## config.mk

```make
export PLATFORM = sky130hd
export DESIGN_NAME = adder_input_ctrl
export DESIGN_NICKNAME = d
export VERILOG_FILES = /design/src/rtl/adder_input_ctrl.sv
export SDC_FILE = /design/constraint.sdc
export NUM_CORES = 1
export LEC_CHECK = 0
export ABC_AREA = 0
export CAP_MARGIN = 5
export CELL_PAD_IN_SITES_DETAIL_PLACEMENT = 2
export CELL_PAD_IN_SITES_GLOBAL_PLACEMENT = 2
export CORE_MARGIN = 2
export CORE_UTILIZATION = 29
export DETAILED_ROUTE_END_ITERATION = 16
export GPL_TIMING_DRIVEN = 1
export PLACE_DENSITY = 0.83
export RECOVER_POWER = 100
export SYNTH_ARGS = -nofsm -noshare
export SYNTH_HDL_FRONTEND = slang
export SYNTH_SLANG_ARGS = --single-unit
```

## constraint.sdc

```tcl
create_clock -name Clk -period 1.4 [get_ports Clk]
set_input_delay 0.35 -clock Clk [delete_from_list [all_inputs] [get_ports Clk]]
set_output_delay 0.35 -clock Clk [all_outputs]
set_load 0.02 [all_outputs]
```

## src/rtl/adder_input_ctrl.sv

```systemverilog
// Button/switch front end for the adder: sync, debounce, operand capture
// and a one-cycle start handshake that holds operands until done.
module adder_input_ctrl #(
    parameter int WIDTH           = 16,
    parameter int DEBOUNCE_CYCLES = 4
) (
    input  logic             Clk,
    input  logic             Reset,
    input  logic             LoadB,
    input  logic             Run,
    input  logic [WIDTH-1:0] SW,
    input  logic             done,
    output logic [WIDTH-1:0] A_out,
    output logic [WIDTH-1:0] B_out,
    output logic             start,
    output logic             busy
);

    localparam int CW = $clog2(DEBOUNCE_CYCLES + 1);
    localparam logic [CW-1:0] CNT_LAST = CW'(DEBOUNCE_CYCLES - 1);

    typedef enum logic [1:0] {
        IDLE  = 2'd0,
        START = 2'd1,
        WAIT  = 2'd2,
        HOLD  = 2'd3
    } state_t;

    // bit 0 = LoadB, bit 1 = Run
    logic [1:0]    sync1_q, sync1_d;
    logic [1:0]    sync2_q, sync2_d;
    logic [1:0]    lvl_q, lvl_d;
    logic [1:0]    press_q, press_d;
    logic [CW-1:0] cnt_q [2];
    logic [CW-1:0] cnt_d [2];

    state_t           state_q, state_d;
    logic [WIDTH-1:0] a_q, a_d;
    logic [WIDTH-1:0] b_q, b_d;
    logic             start_q, start_d;
    logic             busy_q, busy_d;

    // Two-stage synchroniser for the raw buttons
    always_comb begin
        sync1_d = {Run, LoadB};
        sync2_d = sync1_q;
    end

    // Debounce: level follows the synced value after a stable run;
    // a falling debounced level produces a one-cycle press event
    always_comb begin
        for (int i = 0; i < 2; i++) begin
            cnt_d[i] = '0;
            lvl_d[i] = lvl_q[i];
            if (sync2_q[i] != lvl_q[i]) begin
                if (cnt_q[i] == CNT_LAST) begin
                    lvl_d[i] = sync2_q[i];
                end else begin
                    cnt_d[i] = cnt_q[i] + 1'b1;
                end
            end
        end
        press_d = lvl_q & ~lvl_d;
    end

    // Conditioning registers; released buttons read as 1 after reset
    always_ff @(posedge Clk or negedge Reset) begin
        if (!Reset) begin
            sync1_q <= 2'b11;
            sync2_q <= 2'b11;
            lvl_q   <= 2'b11;
            press_q <= 2'b00;
            cnt_q   <= '{default: '0};
        end else begin
            sync1_q <= sync1_d;
            sync2_q <= sync2_d;
            lvl_q   <= lvl_d;
            press_q <= press_d;
            cnt_q   <= cnt_d;
        end
    end

    // FSM state register
    always_ff @(posedge Clk or negedge Reset) begin
        if (!Reset) begin
            state_q <= IDLE;
        end else begin
            state_q <= state_d;
        end
    end

    // Next state: Run press starts an op, HOLD waits for Run release
    always_comb begin
        state_d = state_q;
        unique case (state_q)
            IDLE:  if (press_q[1]) state_d = START;
            START: state_d = WAIT;
            WAIT:  if (done) state_d = HOLD;
            HOLD:  if (lvl_q[1]) state_d = IDLE;
            default: state_d = IDLE;
        endcase
    end

    // Output next values: operands load only in IDLE, strobes follow state
    always_comb begin
        a_d = a_q;
        b_d = b_q;
        if (state_q == IDLE) begin
            if (press_q[0]) b_d = SW;
            if (press_q[1]) a_d = SW;
        end
        start_d = (state_d == START);
        busy_d  = (state_d != IDLE);
    end

    // Registered outputs
    always_ff @(posedge Clk or negedge Reset) begin
        if (!Reset) begin
            a_q     <= '0;
            b_q     <= '0;
            start_q <= 1'b0;
            busy_q  <= 1'b0;
        end else begin
            a_q     <= a_d;
            b_q     <= b_d;
            start_q <= start_d;
            busy_q  <= busy_d;
        end
    end

    assign A_out = a_q;
    assign B_out = b_q;
    assign start = start_q;
    assign busy  = busy_q;

endmodule

```

# Word level (Yosys, flattened, before mapping)

Cells that the tools add are included.

Output and inout bits: 34
Bits in registers: 50
Input bits: 21
Word-level logic and storage cells: 39

Reduce and logical (&&, ||, !) cells: 4
Bitwise gates (word level): 2
Equality and inequality tests: 8
$add $sub $neg: 2
Muxes and demuxes: 12

Operators with widths:

| kind                                                 | count |
|---|---|
| two-way mux 3 bit                                    | 4 |
| one-hot mux 2 bit (4 select lines)                   | 1 |
| adder 3 x 1 -> 3 bit (second input constant)         | 2 |
| equality test 3 x 2 -> 1 bit (second input constant) | 2 |
| two-way mux 2 bit                                    | 3 |
| equality test 2 x 1 -> 1 bit (second input constant) | 2 |
| equality test 2 bit (second input constant)          | 2 |
| two-way mux 1 bit                                    | 4 |
| AND reduction 2 bit                                  | 2 |
| AND 2 bit                                            | 1 |
| zero test 2 bit                                      | 1 |
| != test 1 bit                                        | 2 |
| NOT 2 bit                                            | 1 |
| nonzero test 2 bit                                   | 1 |

# Depth between registers and ports, before layout

Gate-level depths: netlist of the first run.

Depth in word-level cells: 5
Gate-level depth with buffers: 5
Mapped depth without buffers: 3

# Worst setup path after synthesis of the first run

OpenSTA, ideal clock, no wires.

Kind: flip-flop to flip-flop
Start point: register state_q[1]
End point: register a_q[10], in the netlist A_out[10]
Required time: 1.275 ns
Period minus slack after synthesis: 1.328 ns
Arrival time: 1.203 ns
Setup slack: 0.072 ns
Path buffers: 2
Setup time: 0.125 ns
Cell stages (with the launch flop): 6
Cell sequence: dfrtp_1 -> nor2_2 -> and2_1 -> buf_6 -> buf_12 -> mux2_4

Longest elaborated chain between the ends: 2

RTL lines:

| what                          | RTL line | source |
|---|---|---|
| start, declared               | 37       | `state_t state_q, state_d;` |
| start signal, assigned        | 88       | `state_q <= state_d;` |
| zero test 2 bit               | 108      | `if (state_q == IDLE) begin` |
| AND reduction 2 bit (no line) | -        |  |
| end signal, assigned          | 119      | `a_q <= '0;` |
| end signal, assigned          | 124      | `a_q <= a_d;` |
| end, declared                 | 38       | `logic [WIDTH-1:0] a_q, a_d;` |

No other way between the ends.
A chain may end at the register's enable or synchronous reset.

# Worst setup path in the final report of the first run

Start point: register b_q[10], in the netlist B_out[10]
End point: output B_out[10]

RTL lines:

| what                   | RTL line | source |
|---|---|---|
| start, declared        | 39       | `logic [WIDTH-1:0] b_q, b_d;` |
| start signal, assigned | 120      | `b_q <= '0;` |
| start signal, assigned | 125      | `b_q <= b_d;` |
| end, declared          | 14       | `output logic [WIDTH-1:0] B_out,` |

No word-level cell between the ends.

==> impl_metrics.env, run 1 <==
export IMPL_yosys_warnings=0
export IMPL_setup_ws_ns=0.0306
export IMPL_clkTransAtPathRegs_ns=0.09
export IMPL_diodes=0
export IMPL_nets=202
export IMPL_start_kind="register"
export IMPL_synth_common_cells="44 x dfrtp_1, 18 x mux2_4, 16 x mux2_2"
export IMPL_syn_nets=135
export IMPL_grt_max_degree=39
export IMPL_rrSetupSlack_ns=0.05
export IMPL_row_count=29
export IMPL_power_mw=4.97
export IMPL_intPower_mw=3.28
export IMPL_hpwl_mm=3.50
export IMPL_cp_top_family="flip-flops"
export IMPL_fillers=629
export IMPL_arrival_ns=1.02
export IMPL_power_leakage_nw=1.33
export IMPL_synthArstFlopShare=1.00
export IMPL_grt_util_met3=0.0202
export IMPL_met2_usage=0.262
export IMPL_final_layout_size_suffix_gt1_frac=0.333
export IMPL_synth_area_leaders="dfrtp_1 57%, mux2_4 14%, mux2_2 9.3%"
export IMPL_vdd_drop_max_v=0.000510
export IMPL_grt_ovfl_total=0
export IMPL_min_delay_start="sync1_q[1]"
export IMPL_layoutNonFillerInstCount=257
export IMPL_multiInputGateArea_sq_um=621
export IMPL_final_period_utilization=0.978
export IMPL_syn_area_sq_um=1940
export IMPL_initial_core_util=0.303
export IMPL_syn_avg_cell_area_sq_um=17.3
export IMPL_synth_edf_count=0
export IMPL_synth_ff_type="dfrtp_1"
export IMPL_outcome="finished, violations left"
export IMPL_setup_viol=0
export IMPL_tritoncts="done"
export IMPL_cts_sinks=50
export IMPL_cts_made_buffers=5
export IMPL_clkPwrFrac=0.174
export IMPL_root_buffer="clkbuf_8"
export IMPL_worstMarginPinSlew_ns=0.492
export IMPL_wire_per_inst_um=18.0
export IMPL_period_needed_ns=1.37
export IMPL_violations="design-rule violations"
export IMPL_crit_slowest_cell="dfrtp_1"
export IMPL_die_area_sq_um=7370
export IMPL_die_w_um=85.9
export IMPL_relSlewSlack=0.672
export IMPL_slowest_delay_ns=0.40
export IMPL_first_iter_violations=25
export IMPL_p_comb_frac=0.378
export IMPL_hold_depth=0
export IMPL_reg2reg_depth=4
export IMPL_max_freq_mhz=730
export IMPL_slew_viol_final=0
export IMPL_area_sequential_sq_um=1260
export IMPL_drc=2
export IMPL_r2r_end="B_out[11]"
export IMPL_sw_frac_of_total=0.340
export IMPL_maxCapViolations=0
export IMPL_busiest_layer="met2"
export IMPL_synth_top_area_cell="dfrtp_1"
export IMPL_post_synth_top_count_cell="dfrtp_1"
export IMPL_path_cells="dlygate4sd2_1"
export IMPL_placedCellCount=246
export IMPL_placed_cell_area_sq_um=2580
export IMPL_grtUsageTotal=0.136
export IMPL_design_core_area_sq_um=6420
export IMPL_cellPowerDensity_nw_per_um2=1860
export IMPL_syn_to_final_growth_pct=37.3
export IMPL_h_tree_depth=2
export IMPL_vias=1162
export IMPL_synth_seq_cells=50
export IMPL_reg2reg_from="state_q[1]"
export IMPL_dp_slack_ns=-0.00371
export IMPL_first_pass_iters=10
export IMPL_crit_type="register to output port"
export IMPL_portBuffers=54
export IMPL_grt_util_met1=0.153
export IMPL_final_area_sq_um=2670
export IMPL_ys_types=19
export IMPL_cts_path_max_buffers=2
export IMPL_antenna_found_initial=0
export IMPL_via_per_inst=4.52
export IMPL_min_to="sync2_q[1]"
export IMPL_rsz0062_at_grt="true"
export IMPL_ios=55
export IMPL_crit_path_max_fanout=2
export IMPL_grt_pass1_vias=1409
export IMPL_p_seq_frac=0.448
export IMPL_grt_pass1_wl_mm=7.58
export IMPL_finalClockSkew_ns=0.00617
export IMPL_ys_seq_area_frac=0.648
export IMPL_hold_class="register to register"
export IMPL_worstSkewPairLatency_ns=0.30
export IMPL_p_switching_mw=1.69
export IMPL_critPathCaptureType="output port"
export IMPL_syn_instance_count=112
export IMPL_gp_congestion=0.683
export IMPL_drtAntennaViolNets=0
export IMPL_synth_top_area_frac=0.567
export IMPL_fin_util=0.415
export IMPL_die_h_um=85.9
export IMPL_hold_viol=0
export IMPL_crit_required_ns=1.05
export IMPL_timing_critical_path_buf_inv=1
export IMPL_wl_mm=4.63
==> routing by layer <==
metal,wire [um],vias to the layer above
li1,-,516
met1,1740,621
met2,2740,21
met3,120,4
met4,33,0
met5,0,-
==> power by group through the flow <==
stage	Sequential (mW)	Clock, mW	Combinational (mW)
4_1_cts	2.24	0.909	1.89
3_5_place_dp	2.30	0	2.06
6_report	2.23	0.866	1.88
3_3_place_gp	2.23	0	1.96
5_1_grt	2.29	0.962	2.00
2_1_floorplan	2.65	0	0.630
==> kinds of logic after synthesis <==
kind of cell / Yosys count / share of synthesized area
xor+xnor: 2 / 0.00902
buf+inv: 5 / 0.0341
compound gates: 1 / 0.00451
simple gates: 17 / 0.0547
mux: 35 / 0.237
fa+ha+maj: 2 / 0.0129
flops: 50 / 0.648
==> what timing repair did <==
action	in CTS	in global routing
pin swaps	0	0
resized for setup	35	16
endpoints found under the setup margin	42	26
setup buffers	2	0
hold endpoints to repair	12	0
hold buffers	1	0
==> layout by cell type, fill, tap and decap left out, types with 2 or more instances in the layout <==
master,n
and3b_1,2
buf_4,8
clkbuf_8,6
clkdlybuf4s15_1,15
clkdlybuf4s50_1,17
dfrtp_1,44
dfstp_1,2
dfstp_2,4
dlygate4sd2_1,19
dlygate4sd3_1,3
ha_1,2
mux2_2,16
mux2_4,18
nor2_1,2
nor2b_1,4
nor3_1,3
nor3b_1,2
xnor2_1,2
==> flip-flops by register name, indices dropped and copies added (netlist names) <==
| register | cells |
|---|---|
| busy | 1 |
| lvl_q | 2 |
| sync2_q | 2 |
| press_q | 2 |
| B_out | 16 |
| A_out | 16 |
| state_q | 2 |
| sync1_q | 2 |
| start | 1 |
| cnt_q | 6 |
==> through the flow <==
stage,hold slack [ns],TNS [ns]
2_1_floorplan,0.0544,0
3_3_place_gp,0.254,0
3_5_place_dp,0.270,-0.00371
4_1_cts,0.361,0
5_1_grt,0.365,-0.0125
6_report,0.359,0
==> worst max path at each step <==
stage	from	endpoint	slack, ns	cells after the start
finish	B_out[10]	B_out[10]	0.03	1
global route	state_q[1]	B_out[4]	-0.008	4
CTS	A_out[0]	A_out[0]	0.001	1
detailed placement	state_q[1]	A_out[2]	-0.004	4
global placement	state_q[1]	A_out[7]	0.05	4
floorplan	state_q[1]	A_out[10]	0.07	5
==> layout make-up <==
| class | instances | share of cell area |
|---|---|---|
| clock buffers | 6 | 0.0310 |
| clock inverters | 2 | 0.00469 |
| inverters | 1 | 0.00141 |
| multi-input cells | 57 | 0.233 |
| flip-flops and latches | 50 | 0.472 |
| well taps | 77 | 0.0361 |
| repair buffers | 64 | 0.222 |
==> worst register-to-register path, stage by stage, from the launching register on <==
cell and delay, ns:
dfrtp_1 0.40, nor2_2 0.15, and2_1 0.18, buf_4 0.19, mux2_4 0.32
(Power assumes the default switching activity.)
==> run 2: changes to the inputs <==
Settings changed: CORE_ASPECT_RATIO from default to 0.7.
==> run 2 against run 1 <==
Net effect: the run now ends clean; power fell by 0.32%; core utilization is 1.5 points higher; global-route usage increased by 0.32 points; critical endpoint is now B_out[9]; via count is 1.1% higher.
==> impl_metrics.env, run 2 (same netlist as run 1, synthesis figures left out) <==
export IMPL_outcome="completed"
export IMPL_h_tree_depth=2
export IMPL_maxCapViolations=0
export IMPL_setup_ws_ns=0.0314
export IMPL_hold_depth=0
export IMPL_worstSkewPairLatency_ns=0.30
export IMPL_arrival_ns=1.02
export IMPL_tritoncts="done"
export IMPL_first_iter_violations=9
export IMPL_timing_critical_path_buf_inv=1
export IMPL_layoutNonFillerInstCount=272
export IMPL_slowest_delay_ns=0.39
export IMPL_die_h_um=72.5
export IMPL_cp_top_family="flip-flops"
export IMPL_placedCellCount=261
export IMPL_max_freq_mhz=731
export IMPL_portBuffers=54
export IMPL_ios=55
export IMPL_period_needed_ns=1.37
export IMPL_vias=1175
export IMPL_grt_pass1_wl_mm=7.48
export IMPL_via_per_inst=4.32
export IMPL_power_leakage_nw=1.30
export IMPL_drc=0
export IMPL_finalClockSkew_ns=0.0109
export IMPL_drtAntennaViolNets=0
export IMPL_area_sequential_sq_um=1260
export IMPL_root_buffer="clkbuf_8"
export IMPL_relSlewSlack=0.652
export IMPL_final_cell_mix="44 x dfrtp_1, 26 x clkdlybuf4s15_1, 19 x mux2_4"
export IMPL_cellPowerDensity_nw_per_um2=1810
export IMPL_vdd_drop_max_v=0.000670
export IMPL_syn_to_final_growth_pct=41.0
export IMPL_hold_viol=0
export IMPL_gp_congestion=0.746
export IMPL_wire_per_inst_um=17.1
export IMPL_dp_slack_ns=-0.0336
export IMPL_clkTransAtPathRegs_ns=0.09
export IMPL_worst_path_stages=1
export IMPL_rsz0062_at_grt="true"
export IMPL_cts_made_buffers=5
export IMPL_multiInputGateArea_sq_um=632
export IMPL_critPathCaptureType="output port"
export IMPL_die_area_sq_um=7380
export IMPL_mostFrequentLayoutCell="dfrtp_1"
export IMPL_grt_max_degree=22
export IMPL_final_period_utilization=0.978
export IMPL_cts_sinks=50
export IMPL_crit_path_max_fanout=2
export IMPL_die_w_um=102
export IMPL_fillers=628
export IMPL_reg2reg_depth=4
export IMPL_diodes=0
export IMPL_hold_class="register to register"
export IMPL_slew_viol_final=0
export IMPL_initial_core_util=0.305
export IMPL_final_layout_size_suffix_gt1_frac=0.376
export IMPL_design_core_area_sq_um=6370
export IMPL_antenna_found_initial=0
export IMPL_row_count=24
export IMPL_nets=204
export IMPL_crit_required_ns=1.05
export IMPL_start_kind="register"
export IMPL_cts_path_max_buffers=2
export IMPL_hpwl_mm=3.52
export IMPL_first_pass_iters=3
export IMPL_path_cells="dlygate4sd2_1"
export IMPL_crit_type="register to output port"
export IMPL_worstMarginPinSlew_ns=0.522
export IMPL_grt_ovfl_total=0
export IMPL_setup_viol=0
export IMPL_grtUsageTotal=0.139
export IMPL_grt_pass1_vias=1369
export IMPL_wl_mm=4.64
export IMPL_tns_ns=0
export IMPL_crit_slowest_cell="dfrtp_1"
==> run 2: final timing paths <==
kind / slack (ns) / end / start
min in group asynchronous: 0.56 / B_out[1] / Reset
max in group asynchronous: 0.31 / busy / Reset
worst max register to register: 0.05 / A_out[4] / state_q[1]
worst min register to register: 0.36 / sync2_q[1] / sync1_q[1]
worst min-delay path: 0.36 / sync2_q[1] / sync1_q[1]
worst max-delay path: 0.03 / B_out[9] / B_out[9]
==> run 2: cell type report <==
| cell class | count | share of cell area |
|---|---|---|
| Clock inverter | 2 | 0.00503 |
| Sequential cell | 50 | 0.460 |
| Tap cell | 91 | 0.0416 |
| Clock buffer | 5 | 0.0251 |
| Multi-Input combinational cell | 57 | 0.231 |
| Timing Repair Buffer | 66 | 0.237 |
| Inverter | 1 | 0.00137 |
==> run 2: routing by layer <==
| layer | track usage | share of wire | up-vias |
|---|---|---|---|
| li1 | - | - | 524 |
| met1 | 0.159 | 0.42 | 608 |
| met2 | 0.251 | 0.52 | 38 |
| met3 | 0.0434 | 0.055 | 5 |
| met4 | 0.0400 | 0.0086 | 0 |
| met5 | 0 | 0 | - |
==> run 2: power breakdown <==
| group | switching, mW | total [mW] | internal, mW |
|---|---|---|---|
| registers | 0.306 | 2.24 | 1.93 |
| clock network | 0.467 | 0.812 | 0.346 |
| logic | 0.913 | 1.90 | 0.991 |
| total | 1.69 | 4.96 | 3.27 |
==> run 2: timing repair <==
item	CTS	global route
pin swaps	2	1
hold buffers	1	0
endpoints found under the hold margin	8	0
gates cloned	1	0
buffers inserted	2	0
gates resized for setup	40	36
endpoints found under the setup margin	56	49
==> run 2: per-stage QoR <==
stage | util | power [mW] | area (sq um) | hold slack, ns
6_report | 0.430 | 4.96 | 2740 | 0.359
5_1_grt | 0.430 | 5.26 | 2740 | 0.367
2_1_floorplan | - | 3.28 | 1940 | 0.0544
3_3_place_gp | 0.411 | 4.20 | 2620 | 0.318
4_1_cts | 0.427 | 4.98 | 2720 | 0.360
3_5_place_dp | 0.411 | 4.37 | 2620 | 0.330
==> run 3: changes to the inputs <==
Settings changed: CORE_MARGIN 2 to default, PLACE_DENSITY 0.83 to 0.78, SKIP_LAST_GASP from default to 1.
==> run 3 against run 2 <==
Net effect: core utilization up 0.066 points; clock skew down 0.0024 ns; sequential cell count unchanged; critical path type is now register to register; highest routed layer unchanged.
==> impl_metrics.env, run 3 (same netlist as run 1, synthesis figures left out) <==
export IMPL_power_leakage_nw=1.31
export IMPL_via_per_inst=4.31
export IMPL_final_layout_size_suffix_gt1_frac=0.352
export IMPL_cellPowerDensity_nw_per_um2=1830
export IMPL_first_pass_iters=3
export IMPL_tritoncts="done"
export IMPL_final_area_sq_um=2730
export IMPL_antenna_found_initial=0
export IMPL_design_core_area_sq_um=6340
export IMPL_vdd_drop_max_v=0.000456
export IMPL_cts_path_max_buffers=2
export IMPL_rrSetupSlack_ns=0.02
export IMPL_worstSkewPairLatency_ns=0.30
export IMPL_arrival_ns=1.57
export IMPL_crit_path_max_fanout=6
export IMPL_max_freq_mhz=725
export IMPL_initial_core_util=0.307
export IMPL_maxCapViolations=0
export IMPL_first_iter_violations=33
export IMPL_ios=55
export IMPL_diodes=0
export IMPL_root_buffer="clkbuf_8"
export IMPL_wire_per_inst_um=16.9
export IMPL_grt_max_degree=51
export IMPL_worstMarginPinSlew_ns=1.20
export IMPL_h_tree_depth=2
export IMPL_drtAntennaViolNets=0
export IMPL_syn_to_final_growth_pct=40.5
export IMPL_gp_congestion=0.724
export IMPL_period_needed_ns=1.38
export IMPL_slew_viol_final=0
export IMPL_die_h_um=70.5
export IMPL_vias=1164
export IMPL_grt_pass1_vias=1317
export IMPL_tns_ns=0
export IMPL_start_kind="register"
export IMPL_hold_viol=0
export IMPL_hold_class="register to register"
export IMPL_final_cell_mix="44 x dfrtp_1, 24 x clkdlybuf4s15_1, 19 x mux2_4"
export IMPL_cts_hold_buf=0
export IMPL_clkTransAtPathRegs_ns=0.09
export IMPL_outcome="completed"
export IMPL_hpwl_mm=3.43
export IMPL_power_mw=4.98
export IMPL_grtUsageTotal=0.144
export IMPL_final_period_utilization=0.985
export IMPL_rsz0062_at_grt="true"
export IMPL_wl_mm=4.57
export IMPL_drc=0
export IMPL_cts_made_buffers=5
export IMPL_crit_type="register to register"
export IMPL_grt_pass1_wl_mm=7.42
export IMPL_mostFrequentLayoutCell="dfrtp_1"
export IMPL_grt_ovfl_total=0
export IMPL_critPathCaptureType="register"
export IMPL_die_w_um=99.8
export IMPL_finalClockSkew_ns=0.00851
export IMPL_setup_viol=0
export IMPL_row_count=24
export IMPL_relSlewSlack=0.198
export IMPL_cts_sinks=50
export IMPL_nets=201
export IMPL_crit_required_ns=1.59
export IMPL_portBuffers=54
export IMPL_die_area_sq_um=7040
export IMPL_placed_cell_area_sq_um=2610
run 3: cell count changes in the layout (fill, tap and decap cells not counted), sizes merged:
cell and change:
dlygate4sd2 +5, buf -3, clkdlybuf4s15 -2, clkbuf -1
clkinv +1, dlygate4sd3 -1, inv -1
run 3: area by class of cell:
cell class | instances | area (sq um)
timing repair buffer | 63 | 627
multi-input combinational | 57 | 627
fill | 604 | 3610
clock inverter | 2 | 17.5
tap | 91 | 114
sequential | 50 | 1260
inverter | 1 | 3.75
clock buffer | 6 | 82.6
run 3: report_power, final:
group / total, mW / switching (mW) / internal [mW]
registers: 2.24 / 0.313 / 1.93
clock network: 0.880 / 0.473 / 0.407
logic: 1.86 / 0.897 / 0.964
total: 4.98 / 1.68 / 3.30
run 3: per-stage QoR:
| step | utilization | hold WS [ns] | setup slack, ns | std cells |
|---|---|---|---|---|
| after global placement | 0.411 | 0.347 | 0.0583 | 258 |
| after floorplan | - | 0.0544 | 0.0720 | 112 |
| after CTS | 0.422 | 0.0300 | -0.0238 | 266 |
| final | 0.431 | 0.362 | 0.0212 | 270 |
| after global routing | 0.431 | 0.367 | -0.0256 | 270 |
| after detailed placement | 0.411 | 0.353 | -0.0341 | 258 |
run 3: final timing paths:
kind / startpoint / end / cells after the start
max in group asynchronous: Reset / B_out[10] / 2
min reg2reg: sync1_q[1] / sync2_q[1] / 0
max: state_q[0] / A_out[2] / 4
min: sync1_q[1] / sync2_q[1] / 0
min in group asynchronous: Reset / B_out[11] / 2
max reg2reg: state_q[0] / A_out[2] / 4
run 3: routing by layer:
| metal | GRT usage | up-vias | share of wire |
|---|---|---|---|
| met3 | 0.0460 | 5 | 0.058 |
| met2 | 0.251 | 38 | 0.51 |
| met4 | 0.0343 | 0 | 0.0070 |
| met1 | 0.172 | 606 | 0.42 |
| met5 | 0 | - | 0 |
| li1 | - | 515 | - |
run 3: timing repair:
item | in CTS | in global routing
gates cloned | 0 | 1
resized for setup | 39 | 27
pin swaps | 0 | 2
setup endpoints to repair | 52 | 35
setup buffers | 0 | 3
run 3: critical path, stage by stage (launching register included):
cell and delay, ns:
dfrtp_1 0.42, nor2_2 0.16, and2_4 0.21, clkbuf_16 0.16, mux2_2 0.33
